$ cat config.mk
export PLATFORM = sky130hd
export DESIGN_NAME = sensor_frame_scheduler
export DESIGN_NICKNAME = d
export VERILOG_FILES = /design/src/rtl/sno_pkg.sv /design/src/rtl/rr_first_set.sv /design/src/rtl/sensor_frame_scheduler.sv
export SDC_FILE = /design/constraint.sdc
export NUM_CORES = 1
export LEC_CHECK = 0
export ABC_AREA = 1
export BUFFER_PORTS_ARGS = -buffer_cell sky130_fd_sc_hd__buf_2
export CAP_MARGIN = 15
export CELL_PAD_IN_SITES_DETAIL_PLACEMENT = 0
export CELL_PAD_IN_SITES_GLOBAL_PLACEMENT = 1
export CORE_AREA = 2 2 234 236
export DETAILED_ROUTE_END_ITERATION = 7
export DIE_AREA = 0 0 236 238
export MAX_ROUTING_LAYER = met4
export PLACE_DENSITY = 0.67
export SETUP_SLACK_MARGIN = 0.2
export SYNTH_ARGS = -nofsm -noshare
export SYNTH_HDL_FRONTEND = slang
export SYNTH_SLANG_ARGS = --single-unit
export TNS_END_PERCENT = 20
$ cat constraint.sdc
create_clock -name clk -period 3.91 [get_ports clk]
set_clock_uncertainty 0.1 [all_clocks]
set_input_delay 1.173 -clock clk [delete_from_list [all_inputs] [get_ports clk]]
set_output_delay 1.173 -clock clk [all_outputs]
set_load 0.01 [all_outputs]
$ cat src/rtl/sno_pkg.sv
// Shared types and constants for sensor_frame_scheduler: FSM states, header layout,
// fill word for channels that withdrew after the snapshot.
package sno_pkg;

  typedef enum logic [2:0] {StBoot, StIdle, StHdr, StScan, StData} sno_state_e;

  localparam logic [7:0]  HDR_MAGIC        = 8'hA5;
  localparam logic [31:0] PLACEHOLDER_WORD = 32'hFFFF_FFFF;

  // Header word layout: [31:24] high byte, [23:16] middle byte, [15:0] frame number
  localparam int unsigned HdrHiLsb    = 24;
  localparam int unsigned HdrMidLsb   = 16;
  localparam int unsigned HdrFrameLsb = 0;

  function automatic logic [7:0] popcount32(input logic [31:0] v);
    logic [7:0] n;
    n = '0;
    for (int i = 0; i < 32; i++) begin
      n = n + 8'(v[i]);
    end
    return n;
  endfunction

endpackage

$ cat src/rtl/rr_first_set.sv
// Combinational find-first-set over a mask, searching upward from start_i with wrap-around.
module rr_first_set #(
  parameter  int unsigned N    = 16,
  localparam int unsigned IdxW = $clog2(N)
) (
  input  logic [N-1:0]    mask_i,
  input  logic [IdxW-1:0] start_i,
  output logic [IdxW-1:0] idx_o,
  output logic            found_o
);

  localparam logic [IdxW:0] NVal = (IdxW + 1)'(N);

  logic [IdxW:0] cand;

  // Walk offsets from the far end so the nearest hit to start_i is the one left standing.
  always_comb begin
    idx_o   = '0;
    found_o = 1'b0;
    cand    = '0;
    for (int k = int'(N) - 1; k >= 0; k--) begin
      cand = {1'b0, start_i} + (IdxW + 1)'(k);
      if (cand >= NVal) begin
        cand = cand - NVal;
      end
      if (mask_i[cand[IdxW-1:0]]) begin
        idx_o   = cand[IdxW-1:0];
        found_o = 1'b1;
      end
    end
  end

endmodule

$ cat src/rtl/sensor_frame_scheduler.sv
// Boot-gated, tick-driven frame sequencer: header word then every snapshotted sensor word.
// Optional feature macro SNO_OVERRUN_COUNT_EN adds a dropped-tick counter and alters the header.
module sensor_frame_scheduler
  import sno_pkg::*;
#(
  parameter int unsigned NUMBER_OF_SENSORS = 16,
  parameter int unsigned CLK_SPEED         = 16_000_000,
  parameter int unsigned FRAME_PERIOD_LOG2 = 15,
  parameter int unsigned DATA_W            = 32
) (
  input  logic                                clk,
  input  logic                                rst_n,
  input  logic [NUMBER_OF_SENSORS-1:0]        sensor_valid,
  input  logic [NUMBER_OF_SENSORS*DATA_W-1:0] sensor_data,
  output logic [NUMBER_OF_SENSORS-1:0]        sensor_ack,
  output logic                                esp_en,
  output logic                                esp_ready,
  output logic [DATA_W-1:0]                   tx_data,
  output logic                                tx_valid,
  input  logic                                tx_ready,
  output logic                                tx_last,
  output logic [15:0]                         frame_count
`ifdef SNO_OVERRUN_COUNT_EN
  ,
  output logic [7:0]                          overrun_count
`endif
);

  localparam int unsigned N     = NUMBER_OF_SENSORS;
  localparam int unsigned IdxW  = $clog2(N);
  localparam int unsigned BootW = $clog2(CLK_SPEED + 1);
  localparam logic [BootW-1:0] BootLimit = BootW'(CLK_SPEED);
  localparam logic [IdxW-1:0]  LastIdx   = IdxW'(N - 1);

  sno_state_e                   state_q, state_d;
  logic [BootW-1:0]             boot_cnt_q, boot_cnt_d;
  logic                         esp_en_q, esp_en_d, esp_ready_q, esp_ready_d;
  logic [FRAME_PERIOD_LOG2-1:0] tick_cnt_q, tick_cnt_d;
  logic                         pending_q, pending_d;
  logic [N-1:0]                 mask_q, mask_d, scan_mask;
  logic [IdxW-1:0]              start_q, start_d, rr_idx;
  logic [15:0]                  frame_q, frame_d;
  logic                         tx_valid_q, tx_valid_d, tx_last_q, tx_last_d;
  logic [DATA_W-1:0]            tx_data_q, tx_data_d;
  logic [N-1:0]                 ack_q, ack_d;
  logic                         rr_found, tick, consume, frame_done;
  logic [7:0]                   pop;
  logic [31:0]                  hdr_word;
`ifdef SNO_OVERRUN_COUNT_EN
  logic [7:0]                   overrun_q, overrun_d;
`endif

  rr_first_set #(
    .N(N)
  ) u_rr_first_set (
    .mask_i  (mask_q),
    .start_i (start_q),
    .idx_o   (rr_idx),
    .found_o (rr_found)
  );

  always_comb begin
    esp_en_d    = 1'b1;
    esp_ready_d = esp_ready_q | (boot_cnt_q == BootLimit);
    boot_cnt_d  = (boot_cnt_q == BootLimit) ? boot_cnt_q : boot_cnt_q + 1'b1;
    tick_cnt_d  = tick_cnt_q + 1'b1;
    tick        = esp_ready_q && (tick_cnt_q == '1);
    state_d     = state_q;
    mask_d      = mask_q;
    scan_mask   = mask_q;
    start_d     = start_q;
    frame_d     = frame_q;
    tx_valid_d  = tx_valid_q;
    tx_data_d   = tx_data_q;
    tx_last_d   = tx_last_q;
    ack_d       = '0;
    consume     = 1'b0;
    frame_done  = 1'b0;

    pop      = popcount32(32'(sensor_valid));
    hdr_word = '0;
    hdr_word[HdrFrameLsb +: 16] = frame_q;
`ifdef SNO_OVERRUN_COUNT_EN
    hdr_word[HdrHiLsb +: 8]  = pop;
    hdr_word[HdrMidLsb +: 8] = overrun_q;
`else
    hdr_word[HdrHiLsb +: 8]  = HDR_MAGIC;
    hdr_word[HdrMidLsb +: 8] = pop;
`endif

    unique case (state_q)
      StBoot: if (esp_ready_q) state_d = StIdle;
      StIdle: begin
        if (pending_q) begin
          consume    = 1'b1;
          mask_d     = sensor_valid;
          tx_valid_d = 1'b1;
          tx_data_d  = DATA_W'(hdr_word);
          tx_last_d  = (sensor_valid == '0);
          state_d    = StHdr;
        end
      end
      StHdr: begin
        if (tx_ready) begin
          tx_valid_d = 1'b0;
          tx_last_d  = 1'b0;
          frame_done = (mask_q == '0);
          state_d    = (mask_q == '0) ? StIdle : StScan;
        end
      end
      StScan: begin
        // A channel that withdrew after the snapshot still gets a slot, sent as all-ones.
        scan_mask[rr_idx] = 1'b0;
        mask_d            = scan_mask;
        ack_d[rr_idx]     = sensor_valid[rr_idx] & rr_found;
        tx_data_d         = sensor_valid[rr_idx] ? sensor_data[32'(rr_idx) * DATA_W +: DATA_W]
                                                 : DATA_W'(PLACEHOLDER_WORD);
        tx_last_d         = (scan_mask == '0);
        tx_valid_d        = 1'b1;
        state_d           = StData;
      end
      StData: begin
        if (tx_ready) begin
          tx_valid_d = 1'b0;
          tx_last_d  = 1'b0;
          frame_done = tx_last_q;
          state_d    = tx_last_q ? StIdle : StScan;
        end
      end
      default: state_d = StBoot;
    endcase

    if (frame_done) begin
      frame_d = frame_q + 16'd1;
      start_d = (start_q == LastIdx) ? '0 : start_q + 1'b1;
    end

    // A tick in the consuming cycle re-arms pending rather than being lost.
    pending_d = tick ? 1'b1 : (consume ? 1'b0 : pending_q);
`ifdef SNO_OVERRUN_COUNT_EN
    overrun_d = (tick && pending_q && !consume && overrun_q != 8'hFF) ? overrun_q + 8'd1
                                                                     : overrun_q;
`endif
  end

  always_ff @(posedge clk or negedge rst_n) begin
    if (!rst_n) begin
      state_q     <= StBoot;
      boot_cnt_q  <= '0;
      esp_en_q    <= 1'b0;
      esp_ready_q <= 1'b0;
      tick_cnt_q  <= '0;
      pending_q   <= 1'b0;
      mask_q      <= '0;
      start_q     <= '0;
      frame_q     <= '0;
      tx_valid_q  <= 1'b0;
      tx_data_q   <= '0;
      tx_last_q   <= 1'b0;
      ack_q       <= '0;
`ifdef SNO_OVERRUN_COUNT_EN
      overrun_q   <= '0;
`endif
    end else begin
      state_q     <= state_d;
      boot_cnt_q  <= boot_cnt_d;
      esp_en_q    <= esp_en_d;
      esp_ready_q <= esp_ready_d;
      tick_cnt_q  <= tick_cnt_d;
      pending_q   <= pending_d;
      mask_q      <= mask_d;
      start_q     <= start_d;
      frame_q     <= frame_d;
      tx_valid_q  <= tx_valid_d;
      tx_data_q   <= tx_data_d;
      tx_last_q   <= tx_last_d;
      ack_q       <= ack_d;
`ifdef SNO_OVERRUN_COUNT_EN
      overrun_q   <= overrun_d;
`endif
    end
  end

  assign sensor_ack  = ack_q;
  assign esp_en      = esp_en_q;
  assign esp_ready   = esp_ready_q;
  assign tx_data     = tx_data_q;
  assign tx_valid    = tx_valid_q;
  assign tx_last     = tx_last_q;
  assign frame_count = frame_q;
`ifdef SNO_OVERRUN_COUNT_EN
  assign overrun_count = overrun_q;
`endif

endmodule
# Yosys cells after proc, flatten, opt, wreduce, memory -nomap -nowiden
# Cells that the tools add are included.
dict set report classes {
  n_addsub 50
  n_mul 0
  div 0
  n_lt_le_gt_ge 34
  eq_ne 12
  n_shift 1
  muxes 110
  bitwise 5
  reduce_logical 13
}
# cell count
set op_table {}
lappend op_table {{$shiftx A512 B10 Y32} 1}
lappend op_table {{$mux W4} 33}
lappend op_table {{$lt A4 B5 Y1 const B} 17}
lappend op_table {{$ge A5 B5 Y1 const B} 15}
lappend op_table {{$bmux W1 S4} 17}
lappend op_table {{$add A8 B1 Y8} 8}
lappend op_table {{$mux W32} 2}
lappend op_table {{$pmux W32 S2} 1}
lappend op_table {{$sub A4 B1 Y4 const B} 16}
lappend op_table {{$logic_not A16 Y1} 3}
lappend op_table {{$mux W1} 43}
lappend op_table {{$add A4 B4 Y5 const B} 8}
lappend op_table {{$and A16 B16 Y16} 2}
lappend op_table {{$mux W16} 2}
lappend op_table {{$pmux W16 S2} 1}
lappend op_table {{$add A24 B1 Y24 const B} 1}
lappend op_table {{$eq A24 B24 Y1 const B} 1}
lappend op_table {{$add A4 B3 Y5 const B} 4}
lappend op_table {{$add A16 B1 Y16 const B} 1}
lappend op_table {{$not A16 Y16} 1}
lappend op_table {{$add A15 B1 Y15 const B} 1}
lappend op_table {{$eq A15 B15 Y1 const B} 1}
lappend op_table {{$pmux W3 S5} 1}
lappend op_table {{$mux W3} 4}
lappend op_table {{32 further kinds} 41}
dict set report totals {
  regBits 131
  latchBits 0
  ram_bits 0
  rom_bits 0
  out_inout_bits 68
  word_cells 238
  n_memories 0
}

# Logic depth before layout (Yosys ltp)
dict set report logic_depth {
  word_depth 29
  mapped_depth 42
}

# Cells and area by module
# A second synthesis with hierarchy kept.
dict set report unflattened {
  hier_cells 2296
  hier_area_um2 12963.7
}
# module n_inst cells_each area_each_um2 seq_area_each_um2
set by_module_without_submodules {}
lappend by_module_without_submodules {sensor_frame_scheduler 1 1932 11243.3 3278.1}
lappend by_module_without_submodules {rr_first_set 1 364 1720.4 0.0}

# Worst setup path before layout
# Ideal clock, no wire load.
dict set report synth_path {
  path_type {input -> register}
  start {in sensor_valid[0]}
  end {reg tx_data_q[20] (netlist: tx_data[20])}
  t_arrival_ps 4126
  t_required_ps 3744
  setup_slack_ps -382
  cell_stages 14
  path_cell_list {fa_1 inv_1 fa_1 fa_1 fa_1 inv_1 ha_1 inv_1 fa_1 o21ai_0 o21ai_0 inv_1 nand2_1 nand2_1}
}
dict set report synth_between {
  elab_chain_cells 17
  word_cells_on_any_way 20
}
# item line
set synth_lines {}
lappend synth_lines {{start: declaration} sensor_frame_scheduler.sv:13} ;# input logic [NUMBER_OF_SENSORS-1:0] sensor_valid,
lappend synth_lines {{$add A1 B1 Y2} sno_pkg.sv:19} ;# n = n + 8'(v[i]);
lappend synth_lines {{$add A2 B1 Y3} sno_pkg.sv:19}
lappend synth_lines {{$add A3 B1 Y4} sno_pkg.sv:19}
lappend synth_lines {{$add A4 B1 Y5} sno_pkg.sv:19}
lappend synth_lines {{$add A5 B1 Y6} sno_pkg.sv:19}
lappend synth_lines {{$add A6 B1 Y7} sno_pkg.sv:19}
lappend synth_lines {{$add A7 B1 Y8} sno_pkg.sv:19}
lappend synth_lines {{$add A8 B1 Y8 (8 in series)} sno_pkg.sv:19}
lappend synth_lines {{$mux W32} sensor_frame_scheduler.sv:94} ;# if (pending_q) begin
lappend synth_lines {{$pmux W32 S2 (*)} sensor_frame_scheduler.sv:91} ;# unique case (state_q)
lappend synth_lines {{end signal: assignment} sensor_frame_scheduler.sv:175} ;# tx_data_q <= tx_data_d;
lappend synth_lines {{end: declaration} sensor_frame_scheduler.sv:44} ;# logic [DATA_W-1:0] tx_data_q, tx_data_d;
# Mark *: on every way between the ends. The rest lies on a longest branch, timed or not. The select of a mux whose other input is x is not followed.
# A chain may end at the register's enable or synchronous reset.

# Final worst setup path
dict set report layout_path {
  start {reg start_q[0]}
  end {reg tx_data_q[27] (netlist: tx_data[27])}
}
dict set report layout_between {
  elab_chain_cells 25
  word_cells_on_any_way 116
}
# item line
set layout_lines {}
lappend layout_lines {{start: declaration} sensor_frame_scheduler.sv:41} ;# logic [IdxW-1:0] start_q, start_d, rr_idx;
lappend layout_lines {{start signal: assignment} sensor_frame_scheduler.sv:172} ;# start_q <= start_d;
lappend layout_lines {{$add A4 B4 Y5} rr_first_set.sv:22} ;# cand = {1'b0, start_i} + (IdxW + 1)'(k);
lappend layout_lines {{$sub A4 B1 Y4 or $ge A5 B5 Y1 (tied branches)} {rr_first_set.sv:24, rr_first_set.sv:23}}
lappend layout_lines {{$mux W4} rr_first_set.sv:23} ;# if (cand >= NVal) begin
lappend layout_lines {{$bmux W1 S4} rr_first_set.sv:26} ;# if (mask_i[cand[IdxW-1:0]]) begin
lappend layout_lines {{$mux W1 (not written as such)} rr_first_set.sv:26}
lappend layout_lines {{$mux W4 (15 in series)} rr_first_set.sv:26}
lappend layout_lines {{$mux W4 (*)} rr_first_set.sv:26}
lappend layout_lines {{branches (longest 2 deep; another with $shiftx A512 B10 Y32)} --}
lappend layout_lines {{$mux W32 (*)} sensor_frame_scheduler.sv:116} ;# tx_data_d = sensor_valid[rr_idx] ? sensor_data[32'(rr_idx) * DATA_W +: DATA_W]
lappend layout_lines {{$pmux W32 S2 (*)} sensor_frame_scheduler.sv:91}
# Every way passes the cells marked *. The select of a mux whose other input is x is not followed.

==> flow_metrics.py <==
metrics = {
    "routing": {
        "postRouteAntennaNets": 0,
        "drtPass1Iterations": 5,
        "viasPerCell": 4.82,
        "drt_iter0_drc": 1171,
        "routed_wl_mm": 82.7,
        "num_vias": 17800,
        "post_drt_wl_per_cell_um": 22.5,
        "drc": 0,
    },
    "placement": {
        "io_buffers": 598,
        "place_area_um2": 18200,
        "dpl.hpwl_mm": 68.7,
        "place.gp.congestion": 1.00,
    },
    "layout": {
        "fin_nets": 3516,
        "drive_gt1_frac": 0.397,
        "syn2layout_area_growth_pct": 63.8,
        "final_common_cell": "nand2_1",
        "postLayoutCellArea_um2": 20500,
        "most-common-layout-cells": "nand2_1, buf_2, buf_4",
        "final_core_util": 0.383,
    },
    "critical_path": {
        "path_buf_inv": 7,
        "critPathTopFamily": "simple AND/OR/NAND/NOR gates",
        "cpPeakStageDelay_ns": 0.42,
        "r2r_cells": 37,
        "worstSetupEndpointType": "flop",
        "cp_common_cell": "nand2_1",
        "critical_path_class": "flop to flop",
        "cp-start-kind": "flop",
        "cp.arrival_ns": 4.39,
        "worstSetupPathDepth": 37,
        "cp.required_ns": 4.15,
        "crit_fanout": 29,
        "cp_slowest_cell": "dfrtp_2",
    },
    "timing": {
        "rsz0062_at_grt": "true",
        "tightestPinTransition_ns": 0.717,
        "fin_crit_ns": 4.15,
        "setup_viol": 49,
        "maxSlewHeadroom": 0.522,
        "max_freq_mhz": 241,
        "finalMaxSlewViolations": 0,
        "hold_viol": 0,
        "setup_tns_ns": -5.09,
        "min_period_over_period": 1.06,
        "timing.final.ws_setup_ns": -0.242,
    },
    "run_status": {
        "status": "complete, but fails checks",
        "violations": "negative setup slack",
    },
    "clock_network": {
        "clk_path_buf_depth": 2,
        "clk_latency_ns": 0.44,
        "clock-root-buffer": "clkbuf_16",
        "cts_sinks": 131,
        "clkSlewWorstSetupHoldPaths_ns": 0.07,
        "htree_num_levels": 4,
        "cts_tree": "built",
        "cts_made_buffers": 17,
    },
    "global_routing": {
        "grt_max_degree": 75,
        "grt.total_usage": 0.298,
        "overflow": 0,
        "grt_pass1_wl_mm": 119,
        "antenna_found_initial": 27,
        "grt_pass1_vias": 18000,
    },
    "pwr": {
        "p_leak_nw": 10.8,
        "power_w": 0.00373,
        "power_density_nw_per_um2": 182,
        "ir_drop_mv": 0.312,
    },
    "floorplanning": {
        "io_pins": 599,
        "die_y_um": 238,
        "die_area_um2": 56200,
        "num_rows": 85,
        "floorplan.initialDensity": 0.234,
        "die_w_um": 236,
        "core_um2": 53500,
    },
    "synthesis": {
        "netlist_area_um2": 12500,
        "yosysWarnings": 0,
        "ys.flop_type": "dfrtp_1",
        "synth_cell_types": 46,
        "yosysSeqAreaShare": 0.262,
        "synth_nets": 2681,
        "async_flop_share": 1.00,
        "synthCells": 2122,
        "synth_edf_count": 0,
        "avgSynthCellArea_um2": 5.89,
        "synth-seq-cells": 131,
    },
    "run": {
        "drv_cap": 0,
    },
    "hold_path": {
        "hp-class": "flop to flop",
        "hold_depth": 1,
    },
}
## synthesized netlist by cell type (2+ instances only)
master / number / area, um^2
nand2_1: 999 / 3750
nor2_1: 172 / 646
nand3_1: 164 / 821
dfrtp_1: 131 / 3280
inv_1: 117 / 439
nand4_1: 94 / 588
a21oi_1: 85 / 425
o21ai_0: 62 / 310
xor2_1: 45 / 394
clkbuf_1: 44 / 165
buf_2: 30 / 150
nor3_1: 20 / 100
ha_1: 18 / 225
buf_6: 16 / 180
inv_2: 15 / 56.3
buf_4: 14 / 105
a22oi_1: 10 / 75.1
fa_1: 10 / 200
nor4_1: 10 / 62.6
xnor2_1: 10 / 87.6
nand2_2: 8 / 50.1
o211ai_1: 7 / 52.6
o21ai_1: 7 / 35.0
nor3_2: 4 / 40.0
buf_1: 3 / 11.3
o22ai_1: 3 / 18.8
a21o_1: 2 / 15.0
clkinv_1: 2 / 7.51
nor2_2: 2 / 12.5
nor2_4: 2 / 22.5
## layout make-up
class                      instances  area, um^2
antenna                           18        45.0
clock buffer                      18         429
clock inverter                    14         145
fill                            5890       33000
inverter                         135         542
multi-input combinational       1749        8980
sequential                       131        3280
tap                              696         871
timing repair buffer             923        6180
## timing repair
action,4_1_cts,5_1_grt
buffers inserted,32,9
gates resized for setup,179,118
hold buffers,0,0
gates cloned,7,1
endpoints found under the setup margin,65,68
pin swaps,57,50
## path summary, 6_finish.rpt
| check | start | end | slack (ns) |
|---|---|---|---|
| worst max-delay path | start_q[0] | tx_data[27] | -0.24 |
| worst min-delay path | tick_cnt_q[0] | tick_cnt_q[0] | 0.36 |
| worst max register to register | start_q[0] | tx_data[27] | -0.24 |
| worst min register to register | tick_cnt_q[0] | tick_cnt_q[0] | 0.36 |
| max in group asynchronous | rst_n | frame_count[9] | 2.15 |
| min in group asynchronous | rst_n | tx_data[19] | 0.66 |
## cells by family (layout without fill, tap and decap cells)
kind of cell / count (synthesis) / after routing / synth area share
buffers and inverters: 242 / 1090 / 0.0899
AOI/OAI and AO/OA: 181 / 181 / 0.0786
other: 1 / 19 / 0.000300
adders and majority gates: 28 / 28 / 0.0340
xor gates and xnor gates: 57 / 57 / 0.0411
and+or+nand+nor: 1482 / 1482 / 0.494
DFF: 131 / 131 / 0.262
## per-stage QoR
| step | setup slack (ns) | hold WS [ns] | instances |
|---|---|---|---|
| after floorplan | -0.324 | 0.321 | 2122 |
| after global placement | -0.696 | 0.335 | 3585 |
| after detailed placement | -0.667 | 0.347 | 3585 |
| after CTS | -0.197 | 0.357 | 3656 |
| after global routing | -0.488 | 0.391 | 3678 |
| final | -0.242 | 0.356 | 3684 |
## where the power goes
part	switching [W]	internal (W)	total, W
clock network	0.000697	0.000893	0.00159
logic	0.000398	0.000391	0.000789
registers	0.0000000977	0.00136	0.00136
## metal layers
| layer | vias to the layer above | wire [um] | GRT usage | part of all wire |
|---|---|---|---|---|
| li1 | 8505 | - | - | - |
| met1 | 8387 | 34800 | 0.364 | 0.42 |
| met2 | 746 | 40000 | 0.511 | 0.48 |
| met3 | 116 | 5280 | 0.0467 | 0.064 |
| met4 | 0 | 2590 | 0.0772 | 0.031 |
| met5 | - | 0 | - | 0 |
## worst reg2reg max path, delay by kind of cell (launching register included)
kind / cells / cell delay (ns)
flops: 1 / 0.42
buf+inv: 7 / 0.87
compound gates: 1 / 0.05
fa+ha+maj: 1 / 0.37
simple gates: 28 / 2.23
## registers in the layout, indices dropped and copies added (netlist names)
| register | flops |
|---|---|
| sensor_ack | 16 |
| start_q | 4 |
| esp_ready | 1 |
| state_q | 3 |
| mask_q | 16 |
| esp_en | 1 |
| tx_data | 32 |
| boot_cnt_q | 24 |
| tx_last | 1 |
| tx_valid | 1 |
| pending_q | 1 |
| frame_count | 16 |
| tick_cnt_q | 15 |
Power figures use the tool's default switching activity.
